===== src/rtl/fft_ctrl_pkg.sv =====
// fft_ctrl_pkg: length codes, input FSM encoding and error bit positions
// for the FFT frame controller (PAD exists only with FFT_CTRL_ZERO_PAD_EN).
package fft_ctrl_pkg;

    localparam logic [3:0] CFG_MAX = 4'd13;
    localparam int LEN_W = 15;

    localparam logic [1:0] ST_IDLE = 2'd0;
    localparam logic [1:0] ST_RUN  = 2'd1;
`ifdef FFT_CTRL_ZERO_PAD_EN
    localparam logic [1:0] ST_PAD  = 2'd2;
`endif
    localparam logic [1:0] ST_GAP  = 2'd3;

    localparam int ERR_CFG    = 0;
    localparam int ERR_LEN    = 1;
    localparam int ERR_UNDER  = 2;
    localparam int ERR_ORPHAN = 3;

    // Only meaningful for codes up to CFG_MAX.
    function automatic logic [LEN_W-1:0] cfg2len(input logic [3:0] code);
        return 15'd2 << code;
    endfunction

endpackage


===== src/rtl/fft_cfg_fifo.sv =====
// fft_cfg_fifo: small synchronous FIFO of 4-bit length codes, with
// same-cycle push and pop allowed even when full.
module fft_cfg_fifo #(
    parameter int DEPTH = 4
) (
    input  logic       clk,
    input  logic       rst,
    input  logic       push,
    input  logic [3:0] din,
    input  logic       pop,
    output logic [3:0] dout,
    output logic       full,
    output logic       empty
);

    localparam int AW = (DEPTH > 1) ? $clog2(DEPTH) : 1;

    logic [AW-1:0] wr_q, wr_d, rd_q, rd_d;
    logic [AW:0]   cnt_q, cnt_d;
    logic [3:0]    mem_q [DEPTH];
    logic [3:0]    mem_d [DEPTH];
    logic          do_push, do_pop;

    assign empty   = (cnt_q == '0);
    assign full    = (cnt_q == (AW+1)'(DEPTH));
    assign do_pop  = pop && !empty;
    assign do_push = push && (!full || do_pop);
    assign dout    = mem_q[rd_q];

    always_comb begin
        mem_d = mem_q;
        wr_d  = wr_q;
        rd_d  = rd_q;
        cnt_d = cnt_q;
        if (do_push) begin
            mem_d[wr_q] = din;
            wr_d        = wr_q + 1'b1;
        end
        if (do_pop) begin
            rd_d = rd_q + 1'b1;
        end
        if (do_push && !do_pop) begin
            cnt_d = cnt_q + 1'b1;
        end else if (do_pop && !do_push) begin
            cnt_d = cnt_q - 1'b1;
        end
    end

    always_ff @(posedge clk or negedge rst) begin
        if (!rst) begin
            wr_q  <= '0;
            rd_q  <= '0;
            cnt_q <= '0;
            for (int i = 0; i < DEPTH; i++) begin
                mem_q[i] <= '0;
            end
        end else begin
            wr_q  <= wr_d;
            rd_q  <= rd_d;
            cnt_q <= cnt_d;
            mem_q <= mem_d;
        end
    end

endmodule


===== src/rtl/fft_frame_ctrl.sv =====
// fft_frame_ctrl: frames a sample stream into gap-free FFT frames and
// re-frames pipeline output; FFT_CTRL_ZERO_PAD_EN enables early-end padding.
module fft_frame_ctrl #(
    parameter int DATA_W    = 32,
    parameter int GAP_CYC   = 2,
    parameter int CFG_DEPTH = 4
) (
    input  logic              clk,
    input  logic              rst,
    input  logic              s_valid,
    output logic              s_ready,
    input  logic [DATA_W-1:0] s_real,
    input  logic [DATA_W-1:0] s_img,
    input  logic              s_last,
    input  logic [3:0]        s_cfg,
    output logic              fft_start,
    output logic              fft_over,
    output logic [DATA_W-1:0] fft_real,
    output logic [DATA_W-1:0] fft_img,
    input  logic [DATA_W-1:0] pipe_real,
    input  logic [DATA_W-1:0] pipe_img,
    input  logic              pipe_first,
    output logic              m_valid,
    output logic [DATA_W-1:0] m_real,
    output logic [DATA_W-1:0] m_img,
    output logic              m_first,
    output logic              m_last,
    output logic [3:0]        err
);

    import fft_ctrl_pkg::*;

    logic [1:0]        st_q, st_d;
    logic [LEN_W-1:0]  len_q, len_d, cnt_q, cnt_d, ocnt_q, ocnt_d;
    logic [3:0]        gap_q, gap_d;
    logic              fft_start_q, fft_start_d, fft_over_q, fft_over_d;
    logic [DATA_W-1:0] fft_real_q, fft_real_d, fft_img_q, fft_img_d;
    logic              m_valid_q, m_valid_d, m_first_q, m_first_d;
    logic              m_last_q, m_last_d;
    logic [DATA_W-1:0] m_real_q, m_real_d, m_img_q, m_img_d;
    logic [3:0]        err_q, err_d, in_err;
    logic              orphan;
    logic              push, pop, full, empty;
    logic [3:0]        pop_code;
    logic              last_idx, beat_last;
    logic [1:0]        st_after;

    assign st_after = (GAP_CYC == 0) ? ST_IDLE : ST_GAP;

    always_comb begin
        st_d        = st_q;
        len_d       = len_q;
        cnt_d       = cnt_q;
        gap_d       = gap_q;
        fft_start_d = 1'b0;
        fft_over_d  = 1'b0;
        fft_real_d  = '0;
        fft_img_d   = '0;
        in_err      = '0;
        push        = 1'b0;
        s_ready     = 1'b0;
        last_idx    = (cnt_q == len_q - 15'd1);
        beat_last   = s_valid && s_last;
        unique case (st_q)
            ST_IDLE: begin
                s_ready = !full;
                if (s_valid && !full) begin
                    if (s_cfg <= CFG_MAX) begin
                        len_d       = cfg2len(s_cfg);
                        cnt_d       = 15'd1;
                        push        = 1'b1;
                        fft_start_d = 1'b1;
                        fft_real_d  = s_real;
                        fft_img_d   = s_img;
                        st_d        = ST_RUN;
`ifdef FFT_CTRL_ZERO_PAD_EN
                        if (s_last) st_d = ST_PAD;
`else
                        in_err[ERR_LEN] = s_last;
`endif
                    end else begin
                        in_err[ERR_CFG] = 1'b1;
                    end
                end
            end
            ST_RUN: begin
                s_ready    = 1'b1;
                cnt_d      = cnt_q + 15'd1;
                fft_over_d = last_idx;
                // The pipeline cannot stall, so a missing beat becomes zero.
                if (s_valid) begin
                    fft_real_d = s_real;
                    fft_img_d  = s_img;
                end else begin
                    in_err[ERR_UNDER] = 1'b1;
                end
`ifdef FFT_CTRL_ZERO_PAD_EN
                if (beat_last && !last_idx) st_d = ST_PAD;
`else
                in_err[ERR_LEN] = (beat_last != last_idx);
`endif
                if (last_idx) begin
                    st_d  = st_after;
                    gap_d = '0;
                end
            end
`ifdef FFT_CTRL_ZERO_PAD_EN
            ST_PAD: begin
                cnt_d      = cnt_q + 15'd1;
                fft_over_d = last_idx;
                if (last_idx) begin
                    st_d  = st_after;
                    gap_d = '0;
                end
            end
`endif
            ST_GAP: begin
                gap_d = gap_q + 4'd1;
                if (gap_q == 4'(GAP_CYC)) begin
                    st_d  = ST_IDLE;
                    gap_d = '0;
                end
            end
            default: st_d = ST_IDLE;
        endcase
    end

    // ocnt holds the output beats still owed after the current one.
    always_comb begin
        pop       = pipe_first && !empty;
        orphan    = pipe_first && (empty || (ocnt_q != '0));
        ocnt_d    = ocnt_q;
        m_valid_d = 1'b0;
        m_first_d = 1'b0;
        m_last_d  = 1'b0;
        m_real_d  = '0;
        m_img_d   = '0;
        if (pop) begin
            m_valid_d = 1'b1;
            m_first_d = 1'b1;
            ocnt_d    = cfg2len(pop_code) - 15'd1;
        end else if (ocnt_q != '0) begin
            m_valid_d = 1'b1;
            m_last_d  = (ocnt_q == 15'd1);
            ocnt_d    = ocnt_q - 15'd1;
        end
        if (m_valid_d) begin
            m_real_d = pipe_real;
            m_img_d  = pipe_img;
        end
        err_d             = in_err;
        err_d[ERR_ORPHAN] = orphan;
    end

    fft_cfg_fifo #(
        .DEPTH (CFG_DEPTH)
    ) u_cfg_fifo (
        .clk   (clk),
        .rst   (rst),
        .push  (push),
        .din   (s_cfg),
        .pop   (pop),
        .dout  (pop_code),
        .full  (full),
        .empty (empty)
    );

    always_ff @(posedge clk or negedge rst) begin
        if (!rst) begin
            st_q        <= ST_IDLE;
            len_q       <= '0;
            cnt_q       <= '0;
            gap_q       <= '0;
            ocnt_q      <= '0;
            fft_start_q <= 1'b0;
            fft_over_q  <= 1'b0;
            fft_real_q  <= '0;
            fft_img_q   <= '0;
            m_valid_q   <= 1'b0;
            m_first_q   <= 1'b0;
            m_last_q    <= 1'b0;
            m_real_q    <= '0;
            m_img_q     <= '0;
            err_q       <= '0;
        end else begin
            st_q        <= st_d;
            len_q       <= len_d;
            cnt_q       <= cnt_d;
            gap_q       <= gap_d;
            ocnt_q      <= ocnt_d;
            fft_start_q <= fft_start_d;
            fft_over_q  <= fft_over_d;
            fft_real_q  <= fft_real_d;
            fft_img_q   <= fft_img_d;
            m_valid_q   <= m_valid_d;
            m_first_q   <= m_first_d;
            m_last_q    <= m_last_d;
            m_real_q    <= m_real_d;
            m_img_q     <= m_img_d;
            err_q       <= err_d;
        end
    end

    assign fft_start = fft_start_q;
    assign fft_over  = fft_over_q;
    assign fft_real  = fft_real_q;
    assign fft_img   = fft_img_q;
    assign m_valid   = m_valid_q;
    assign m_first   = m_first_q;
    assign m_last    = m_last_q;
    assign m_real    = m_real_q;
    assign m_img     = m_img_q;
    assign err       = err_q;

endmodule


===== config.mk =====
export PLATFORM = sky130hd
export DESIGN_NAME = fft_frame_ctrl
export DESIGN_NICKNAME = d
export VERILOG_FILES = /design/src/rtl/fft_ctrl_pkg.sv /design/src/rtl/fft_cfg_fifo.sv /design/src/rtl/fft_frame_ctrl.sv
export SDC_FILE = /design/constraint.sdc
export NUM_CORES = 1
export LEC_CHECK = 0
export BUFFER_PORTS_ARGS = -buffer_cell sky130_fd_sc_hd__buf_2
export CORE_MARGIN = 2
export CORE_UTILIZATION = 43
export DETAILED_ROUTE_END_ITERATION = 8
export PLACE_DENSITY_LB_ADDON = 0.2
export SLEW_MARGIN = 20
export SYNTH_ARGS = -nofsm -noshare
export SYNTH_HDL_FRONTEND = slang
export SYNTH_HIERARCHICAL = 1
export SYNTH_SLANG_ARGS = --single-unit

===== constraint.sdc =====
create_clock -name clk -period 8.3 [get_ports clk]
set_input_delay 1.245 -clock clk [delete_from_list [all_inputs] [get_ports clk]]
set_output_delay 1.245 -clock clk [all_outputs]
set_load 0.01 [all_outputs]

* Word level (Yosys, flattened, before mapping)
Index checks and enable logic that the tools add are counted.
** Cells by class
- Add/subtract/negate cells :: 9
- Order comparisons :: 4
- Equal/unequal tests :: 11
- Shifts and indexed selects :: 2
- Multiplexer cells :: 48
- Bitwise gates (word level) :: 2
- Reduce and logical (&&, ||, !) cells :: 26
** Operators by type and width (number)
- $mux 32 :: 8
- $pmux 32 s2 :: 2
- $mux 15 :: 4
- $sub 15x1->15 const B :: 3
- $pmux 15 s2 :: 1
- $shl 2x4->15 const A :: 2
- $mux 4 :: 5
- $bwmux 16 :: 1
- $add 15x1->15 const B :: 1
- $eq 15x1->1 const B :: 1
- $eq 15x15->1 :: 1
- $reduce_bool 15->1 :: 1
- $mux 1 :: 14
- $mux 2 :: 5
- $logic_and 1x1->1 :: 9
- $bmux 4 s2 :: 1
- $demux 4 s2 :: 1
- $ne 2x2->1 const B :: 4
- $pmux 4 s2 :: 1
- $reduce_bool 2->1 :: 4
- $ge 3x3->1 const B :: 2
- $mux 3 :: 2
- $not 2->3 :: 2
- $pmux 2 s3 :: 1
- other kinds (19) :: 26
** Storage, ports and cells
- Register bits :: 211
- Input bits :: 137
- Word-level logic and storage cells :: 124

* Longest topological paths before layout
Gate-level depths: netlist of the first run.
- Depth after elaboration :: 10
- Mapped depth :: 14
- Gate-level depth less buffers :: 13

* Modules after synthesis
Netlist of the first run, hierarchy kept.
** By module, submodules not included
- fft_frame_ctrl :: times used 1, cells each 670, area each 7583.5 um^2, sequential area each 4679.5 um^2
- fft_cfg_fifo :: times used 1, cells each 76, area each 1108.6 um^2, sequential area each 575.6 um^2

* Worst setup path before layout of the first run
Ideal clock, no wire load.
- Path type :: input-to-reg
- Start :: in s_valid
- End :: reg u_cfg_fifo.cnt_q[2]
- Arrival :: 3.782 ns
- Data required time :: 8.221 ns
- Slack :: 4.439 ns
- Cell stages on the path :: 13
- Buffers on the path :: 2
- Path through :: clkbuf_1 nand2_1 nor3_1 nand2_1 clkinv_1 buf_1 nor2b_1 ha_1 inv_1 fa_1 xor2_1 nor2_1 xor2_1
** Between the ends
- Word-level cells in the longest chain between the ends :: 7
- Elaborated cells between the ends (all ways) :: 9
- Classes of those cells :: mux: 3; reduce/logical: 6
** RTL lines
- from (decl) :: line fft_frame_ctrl.sv:10 : input logic s_valid,
- $logic_and 1x1->1 (*) :: line fft_frame_ctrl.sv:67 : if (s_valid && !full) begin
- $mux 1 (*) (2 in series)
- net fft_start_d :: line fft_frame_ctrl.sv:36 : logic fft_start_q, fft_start_d, fft_over_q, fft_over_d;
- $logic_and 1x1->1 (*) :: line fft_cfg_fifo.sv:27 : assign do_push = push && (!full || do_pop);
- net u_cfg_fifo.do_push :: line fft_cfg_fifo.sv:22 : logic do_push, do_pop;
- $logic_not 1->1 :: line fft_cfg_fifo.sv:44 : end else if (do_pop && !do_push) begin
- $logic_and 1x1->1 :: line fft_cfg_fifo.sv:44
- $reduce_bool 2->1 (no source line)
- to (signal assigned) :: line fft_cfg_fifo.sv:60 : cnt_q <= cnt_d;
- to (decl) :: line fft_cfg_fifo.sv:19 : logic [AW:0] cnt_q, cnt_d;
The timed path passes the listed nets; every way through them passes the cells marked *.
A chain may end at the register's enable or synchronous reset.

* Worst setup path in the final report of the first run
- Start :: reg u_cfg_fifo.cnt_q[0]
- End :: reg u_cfg_fifo.cnt_q[1]
** Between the ends
- Elaborated cells between the ends (all ways) :: 20
- Classes of those cells :: add/sub: 2; eq/ne: 1; mux: 4; reduce/logical: 13
** RTL lines
- $logic_not 3->1 (*) :: line fft_cfg_fifo.sv:24 : assign empty = (cnt_q == '0);
- net empty :: line fft_frame_ctrl.sv:43 : logic push, pop, full, empty;
- $logic_not 1->1 (*) :: line fft_cfg_fifo.sv:26, fft_frame_ctrl.sv:130
- $logic_and 1x1->1 :: line fft_frame_ctrl.sv:130 : pop = pipe_first && !empty;
- $logic_and 1x1->1 (*) :: line fft_cfg_fifo.sv:26 : assign do_pop = pop && !empty;
- $logic_or 1x1->1 (*) :: line fft_cfg_fifo.sv:27
- $logic_and 1x1->1 (*) :: line fft_cfg_fifo.sv:27
- net u_cfg_fifo.do_push :: line fft_cfg_fifo.sv:22
- $logic_and 1x1->1 (*) :: line fft_cfg_fifo.sv:42 : if (do_push && !do_pop) begin
- $mux 3 (*) :: line fft_cfg_fifo.sv:42
- net u_cfg_fifo.cnt_d[1] :: line fft_cfg_fifo.sv:19
The timed path passes the listed nets; every way through them passes the cells marked *. The select of a mux whose other input is x is not followed.

==> impl_metrics.toml, run 1 <==
[outcome]
status = "completed"

[cts]
insertion_delay_ns = 0.52
cts_resized = 0
cts_root_buf = "clkbuf_16"
postCtsSetupRepairBufs = 0
clk_pin_slew_worst_paths_ns = 0.06
clockBufferDepth = 3
h-tree-depth = 1
cts_tree = "yes"
clock_sinks = 210
cts_made_buffers = 24
cts_hold_buf = 0

[logic_synthesis]
ys_ff_latch = 210
synth-main-ff-cell = "dfrtp_1"
ys_seq_area_share_pct = 60.5
synth_top_family_by_area = "simple AND/OR/NAND/NOR gates"
yosys_warnings = 6
yosys.cell_types.count = 60
avgSynthCellArea_sq_um = 11.7
syn_nets = 896
synth_xor_area_share_pct = 4.33
muxShareOfSynthArea_pct = 3.50
synth_compound_area_share_pct = 7.56
synthSimpleGateAreaFrac_pct = 19.8
syn_area_sq_um = 8690
synthCells = 746
ys_async_sr_fraction_pct = 100
synth_edf_count = 0
synth-adder-area-share_pct = 1.96

[floorplanning]
placementRows = 52
die_h_um = 146
die_w_um = 146
core_sq_um = 20000
die_area_sq_um = 21400
io_pins = 275
start_util_pct = 43.4

[placed_design]
dp_hpwl_um = 16200
dp_cells = 1257
portBuffers = 274
dpl_cell_area_sq_um = 10300
gp_congestion = 0.839

[critical_path]
cp_top_family = "simple AND/OR/NAND/NOR gates"
crit_required_ns = 8.70
critical_path_buf_inv_count = 2
worstPathArrival_ns = 4.29
crit_path_start_kind = "flop"
max_stage_delay_ns = 0.63
cp_cell_sequence = "nor3_1, nand2b_1, clkinv_1, nor4b_4, nor2b_1, ha_1, inv_1, fa_1, mux2_2"
rr_worst_depth = 9
r2r-start = "u_cfg_fifo/cnt_q[0]"
regToRegEndpoint = "u_cfg_fifo/cnt_q[1]"
cp_slowest_cell = "clkinv_1"
r2r_slack_ns = 4.41
end_kind = "flop"
path_class = "flop to flop"
cp_max_fo = 22

[job]
maxCapViolCount = 0

[sta]
fin_crit_sh_pct = 46.9
finalHoldViolations = 0
hold_ws_ns = 0.501
grt_setup_unrepaired = "false"
clock_skew_ns = 0.0142
fmax_ghz = 0.257
worst_pin_slew_ns = 0.904
max-slew-margin-rel_pct = 39.7
period_minus_slack_ns = 3.89
setup_viol = 0
setup_tns_ns = 0
drv_slew = 0

[grt]
grt.total_usage_pct = 20.9
grt_pass1_wl_um = 35300
grt_pass1_vias = 6481
antenna_found_initial = 2
overflow = 0
grt_max_degree = 85

[routing]
ant_nets = 0
drtIter0Drc = 400
totalWireLength_um = 22400
drt_pass1_iterations = 4
drc_errors = 0
vias_per_cell = 4.90
num_vias = 6367
routedWlPerCell_um = 17.2

[power_and_ir_drop]
peakVddDrop_mv = 0.207
leakage_nw = 5.42
power.density_nw_per_um2 = 242

[finish]
syn2layout_area_growth_pct = 28.2
finalNonFillerCells = 1300
seq_area_sq_um = 5260
fin_nets = 1163
fin_area_sq_um = 11100
postLayoutCoreUtil_pct = 55.6
multi_input_area_sq_um = 3240
drive_gt1_share_pct = 34.0
fill_cells = 1849

[min_path]
holdCritStartpoint = "u_cfg_fifo/mem_q[6]"
hold_class = "flop to flop"
worstHoldEndpoint = "u_cfg_fifo/mem_q[6]"
holdPathStages = 1
[routing by layer]
metal  wire length (um)  vias to the layer above  part of all wire, %  global-route usage [%]
li1                   -                     3061                    -                       -
met5                  0                        -                    0                       0
met4                381                        0                  1.7                    4.66
met1               9020                     3091                   40                    26.5
met3               2050                       23                  9.2                    7.91
met2              10900                      192                   49                    34.6
[area by class of cell]
cell class,instances,area share [%]
clock inverters,5,0.898
well taps,270,3.03
multi-input cells,480,29.1
repair buffers,278,12.7
diodes,2,0.0449
flip-flops and latches,210,47.2
clock buffers,36,6.51
inverters,19,0.640
[power by group]
| group | internal (W) | total [W] | switching, W |
|---|---|---|---|
| Sequential | 0.00112 | 0.00119 | 0.0000687 |
| Combinational | 0.000188 | 0.000422 | 0.000234 |
| Clock | 0.000665 | 0.00108 | 0.000414 |
[synthesized netlist by cell type, types with 7 or more instances]
cell	number	share of area [%]
mux2_2	19	2.5
nand3_1	16	0.92
or3_1	7	0.50
o21ai_0	29	1.7
xnor2_1	22	2.2
dfrtp_1	210	60
ha_1	12	1.7
xor2_1	21	2.1
a21oi_1	15	0.86
nor3_1	15	0.86
nand2_1	46	2.0
clkbuf_1	34	1.5
nor2_1	49	2.1
a32o_1	7	0.81
and2_1	129	9.3
inv_1	17	0.73
[layout by cell type, fill, tap and decap left out, types with 7 or more instances in the layout]
cell	instances
a21oi_1	14
a32o_1	7
and2_1	129
buf_2	273
clkbuf_16	24
clkbuf_8	9
dfrtp_1	210
ha_1	12
inv_1	17
mux2_2	19
nand2_1	46
nand3_1	16
nor2_1	49
nor3_1	15
o21ai_0	29
or3_1	7
xnor2_1	22
xor2_1	21
[logic make-up after synthesis]
group / after synthesis
simple gates: 306
mux: 23
xor+xnor: 43
flops: 210
fa+ha+maj: 13
compound gates: 95
buf+inv: 56
[how the worst max path moves through the flow]
stage / from / to / slack [ns] / cells after the start
floorplan: s_valid / u_cfg_fifo/cnt_q[2] / 4.44 / 13
global placement: pipe_first / u_cfg_fifo/cnt_q[1] / 4.22 / 9
detailed placement: pipe_first / u_cfg_fifo/cnt_q[1] / 4.14 / 9
CTS: u_cfg_fifo/cnt_q[0] / u_cfg_fifo/cnt_q[1] / 4.44 / 9
global route: u_cfg_fifo/cnt_q[0] / u_cfg_fifo/cnt_q[1] / 4.16 / 9
finish: u_cfg_fifo/cnt_q[0] / u_cfg_fifo/cnt_q[1] / 4.41 / 9
[registers in the layout, summed over array words and instances, names as in the netlist]
signal	flops
gap_q	4
m_real	32
u_cfg_fifo/mem_q	16
fft_over	1
err	4
fft_start	1
u_cfg_fifo/wr_q	2
m_last	1
m_valid	1
cnt_q	15
fft_real	32
m_img	32
u_cfg_fifo/rd_q	2
m_first	1
len_q	14
ocnt_q	15
st_q	2
u_cfg_fifo/cnt_q	3
fft_img	32
[through the flow]
stage / total power (W) / worst slack (ns)
final: 0.00270 / 4.41
after global routing: 0.00283 / 4.16
after CTS: 0.00273 / 4.44
after detailed placement: 0.00164 / 4.14
after global placement: 0.00163 / 4.22
after floorplan: 0.00146 / 4.44
(Power assumes the default switching activity.)
==> inputs of run 2 (changes only) <==
Clock period 8.3 ns to 3.85 ns, I/O delays scaled along.
==> impl_metrics.toml, run 2 (same netlist as run 1, synthesis figures left out) <==
[floorplanning]
core_sq_um = 20000
start_util_pct = 43.4
die_w_um = 146
io_pins = 275
die_area_sq_um = 21400
placementRows = 52
die_h_um = 146

[outcome]
status = "completed"

[sta]
finalHoldViolations = 0
drv_slew = 0
setup_viol = 0
grt_setup_unrepaired = "false"
fmax_ghz = 0.335
fin_crit_sh_pct = 77.5
period_minus_slack_ns = 2.98
clock_skew_ns = 0.0163
max-slew-margin-rel_pct = 57.8
setup_tns_ns = 0
worst_pin_slew_ns = 0.633

[power_and_ir_drop]
combPwrFrac_pct = 15.6
peakVddDrop_mv = 0.377
leakage_nw = 5.47
clockPowerShare_pct = 40.9
swShare_pct = 26.1
power.density_nw_per_um2 = 527
seqPwrFrac_pct = 43.5
p_int_w = 0.00437
p_sw_w = 0.00155

[routing]
drt_pass1_iterations = 5
num_vias = 6475
ant_nets = 0
vias_per_cell = 4.95
drc_errors = 0
drtIter0Drc = 369
routedWlPerCell_um = 17.0
totalWireLength_um = 22300

[job]
maxCapViolCount = 0

[finish]
seq_area_sq_um = 5260
syn2layout_area_growth_pct = 29.1
fin_area_sq_um = 11200
fill_cells = 1818
layout.cells.most_common_list = "273 x buf_2, 210 x dfrtp_1, 129 x and2_1"
final_common_cell = "buf_2"
fin_nets = 1167
multi_input_area_sq_um = 3240
drive_gt1_share_pct = 34.5

[placed_design]
dpl_cell_area_sq_um = 10400
portBuffers = 274
gp_congestion = 0.808
dp_hpwl_um = 16100

[min_path]
hold_class = "primary input to async pin"

[cts]
cts_root_buf = "clkbuf_16"
cts_tree = "yes"
cts_hold_buf = 0
clockBufferDepth = 3
insertion_delay_ns = 0.51
postCtsSetupRepairBufs = 0
h-tree-depth = 1
cts_resized = 0
clk_pin_slew_worst_paths_ns = 0.06
clock_sinks = 210
cts_made_buffers = 24

[grt]
antenna_found_initial = 4
overflow = 0
grt.total_usage_pct = 20.8
grt_max_degree = 102
grt_pass1_vias = 6374
grt_pass1_wl_um = 35400

[critical_path]
path_class = "flop to flop"
cp_max_fo = 6
end_kind = "flop"
cp_cell_sequence = "nor3b_1, inv_1, nand2_1, nor3_1, nand2_1, clkinv_1, nor2b_1, ha_1, inv_1, fa_1, xor2_1, nor2_1, xor2_1"
crit_required_ns = 4.28
max_stage_delay_ns = 0.51
critical_path_buf_inv_count = 3
cp_slowest_cell = "dfrtp_1"
cp_top_family = "simple AND/OR/NAND/NOR gates"
crit_path_start_kind = "flop"
worstPathArrival_ns = 3.41
==> run 2: stage by stage <==
stage / hold WS [ns] / util, % / worst slack [ns] / std cells / total power [W]
detailed placement: 0.495 / 51.7 / 0.868 / 1261 / 0.00354
CTS: 0.102 / 56.0 / 0.857 / 1305 / 0.00600
global route: 0.121 / 56.0 / 0.535 / 1309 / 0.00623
floorplan: 0.282 / - / 0.656 / 746 / 0.00314
finish: 0.0770 / 56.0 / 0.867 / 1309 / 0.00591
global placement: 0.487 / 51.7 / 0.950 / 1261 / 0.00353
==> run 2: path summary, 6_finish.rpt <==
path | start | endpoint | slack (ns) | cells after the start
setup / recovery | u_cfg_fifo/cnt_q[0] | u_cfg_fifo/cnt_q[2] | 0.87 | 13
min in group clk | s_real[21] | fft_real[21] | 0.27 | 2
max in group asynchronous | rst | m_real[25] | 2.79 | 2
setup reg to reg | u_cfg_fifo/cnt_q[0] | u_cfg_fifo/cnt_q[2] | 0.87 | 13
hold reg to reg | u_cfg_fifo/mem_q[8] | u_cfg_fifo/mem_q[8] | 0.50 | 1
hold / removal | rst | fft_img[6] | 0.08 | 1
==> run 2: worst reg2reg max path: stages, from the launching register on <==
cell      delay, ns
dfrtp_1        0.51
nor3b_1        0.14
inv_1          0.11
nand2_1        0.06
nor3_1         0.33
nand2_1        0.31
clkinv_1       0.12
nor2b_1        0.26
ha_1           0.24
inv_1          0.06
fa_1           0.37
xor2_1         0.15
nor2_1         0.11
xor2_1         0.15
==> run 2: routing by layer <==
layer	vias up	track usage (%)	share of wire [%]
li1	3075	-	-
met1	3136	27.3	40
met4	0	5.63	1.8
met2	235	33.2	49
met3	29	7.41	9.4
met5	-	0	0
==> run 2: layout make-up <==
type,instances,share of cell area [%]
multi-input cells,480,28.8
well taps,270,3.01
clock buffers,36,6.57
clock inverters,8,1.10
diodes,4,0.0892
flip-flops and latches,210,46.8
inverters,19,0.635
repair buffers,282,12.9
==> run 2: power by group through the flow <==
| stage | Combinational (W) | Sequential, W | Clock [W] |
|---|---|---|---|
| 3_5_place_dp | 0.000935 | 0.00261 | 0 |
| 3_3_place_gp | 0.000930 | 0.00260 | 0 |
| 6_report | 0.000922 | 0.00257 | 0.00242 |
| 5_1_grt | 0.00104 | 0.00260 | 0.00259 |
| 2_1_floorplan | 0.000493 | 0.00265 | 0 |
| 4_1_cts | 0.000941 | 0.00257 | 0.00248 |
==> inputs of run 3 (changes only) <==
Clock period 3.85 ns to 3.1 ns, I/O delays scaled along.
==> impl_metrics.toml, run 3 (same netlist as run 1, synthesis figures left out) <==
[outcome]
status = "completed"

[sta]
worst_pin_slew_ns = 0.546
period_minus_slack_ns = 2.77
drv_slew = 0
fmax_ghz = 0.360
setup_viol = 0
grt_setup_unrepaired = "false"
finalHoldViolations = 0
fin_crit_sh_pct = 89.5
max-slew-margin-rel_pct = 63.3
layout_setup_ws_ns = 0.325
setup_tns_ns = 0
clock_skew_ns = 0.0135

[cts]
clockBufferDepth = 3
insertion_delay_ns = 0.51
postCtsSetupRepairBufs = 0
clk_pin_slew_worst_paths_ns = 0.06
cts_made_buffers = 24
cts_tree = "yes"
cts_root_buf = "clkbuf_16"
clock_sinks = 210
h-tree-depth = 1

[floorplanning]
die_w_um = 146
placementRows = 52
die_area_sq_um = 21400
die_h_um = 146
start_util_pct = 43.4
core_sq_um = 20000
io_pins = 275

[critical_path]
r2r-start = "len_q[1]"
path_class = "flop to flop"
crit_start = "len_q[1]"
cp_max_fo = 7
crit_path_start_kind = "flop"
end_kind = "flop"
crit_required_ns = 3.49
worstPathArrival_ns = 3.16

[placed_design]
gp_congestion = 0.814
dp_hpwl_um = 16600
portBuffers = 274
dpl_cell_area_sq_um = 10400
pre_cts_slack_ns = 0.250

[min_path]
hold_class = "primary input to flop"
holdCritStartpoint = "pipe_real[8]"

[finish]
fin_area_sq_um = 11300
fin_nets = 1174
postLayoutCoreUtil_pct = 56.4
layout.cells.most_common_list = "273 x buf_2, 210 x dfrtp_1, 129 x and2_1"
drive_gt1_share_pct = 35.1
syn2layout_area_growth_pct = 30.1
final_common_cell = "buf_2"

[grt]
grt_pass1_wl_um = 36000
grt_pass1_vias = 6609
overflow = 0
grt.total_usage_pct = 21.2
antenna_found_initial = 6
grt_max_degree = 66

[power_and_ir_drop]
peakVddDrop_mv = 0.407
leakage_nw = 5.51
p_total_w = 0.00739
power.density_nw_per_um2 = 653

[routing]
drtIter0Drc = 344
routedWlPerCell_um = 17.2
vias_per_cell = 4.92
totalWireLength_um = 22700
num_vias = 6489
ant_nets = 0
drt_pass1_iterations = 4
drc_errors = 0

[job]
maxCapViolCount = 0
[run 3: cell count changes in the layout (fill, tap and decap cells not counted), moves of 2 or more]
cell / before / now
buf_4: 7 / 12
diode_2: 4 / 7
clkbuf_1: 4 / 2
clkbuf_8: 8 / 6
clkinv_2: 3 / 5
[run 3: worst max-delay path: stages (launching register included)]
cell	delay, ns
dfrtp_1	0.41
inv_1	0.08
ha_1	0.24
or4b_1	0.60
o41ai_1	0.55
o2111ai_1	0.28
nor2_1	0.15
and3_4	0.25
o221ai_2	0.09
[run 3: worst paths after layout]
path	endpoint	slack, ns	depth (start not counted)
worst max-delay path	gap_q[1]	0.33	8
worst min-delay path	m_real[8]	0.16	2
max in group asynchronous	fft_real[7]	1.76	3
min in group asynchronous	fft_img[6]	0.53	2
worst max register to register	gap_q[1]	0.33	8
worst min register to register	u_cfg_fifo/mem_q[2]	0.51	1
[run 3: layout make-up]
| type | count | area, sq um |
|---|---|---|
| clock buffers | 32 | 702 |
| multi-input cells | 480 | 3240 |
| repair buffers | 289 | 1520 |
| inverters | 19 | 71.3 |
| clock inverters | 11 | 160 |
| flip-flops and latches | 210 | 5260 |
| fillers | 1816 | 8730 |
| diodes | 7 | 17.5 |
| well taps | 270 | 338 |
[run 3: per-layer routing]
metal  vias to the layer above  wire [um]  track usage [%]
met1                      3150       9030             26.9
met5                         -         16                0
met4                         2        367             5.44
met2                       212      11200             34.9
li1                       3093          -                -
met3                        32       2120             7.69
[run 3: report_power, final]
group          internal (W)  switching [W]
clock network       0.00192        0.00112
registers           0.00301       0.000180
logic              0.000528       0.000632
[run 3: per-stage QoR]
| stage | cells | hold WS [ns] |
|---|---|---|
| detailed placement | 1267 | 0.488 |
| finish | 1318 | 0.160 |
| global placement | 1267 | 0.484 |
| CTS | 1311 | 0.142 |
| floorplan | 746 | 0.169 |
| global route | 1316 | 0.149 |
[run 3: repair_timing]
| item | CTS | global route |
|---|---|---|
| setup endpoints to repair | 0 | 1 |
| gates resized for setup | 0 | 1 |
| endpoints found under the hold margin | 59 | 0 |
| hold buffers | 1 | 0 |
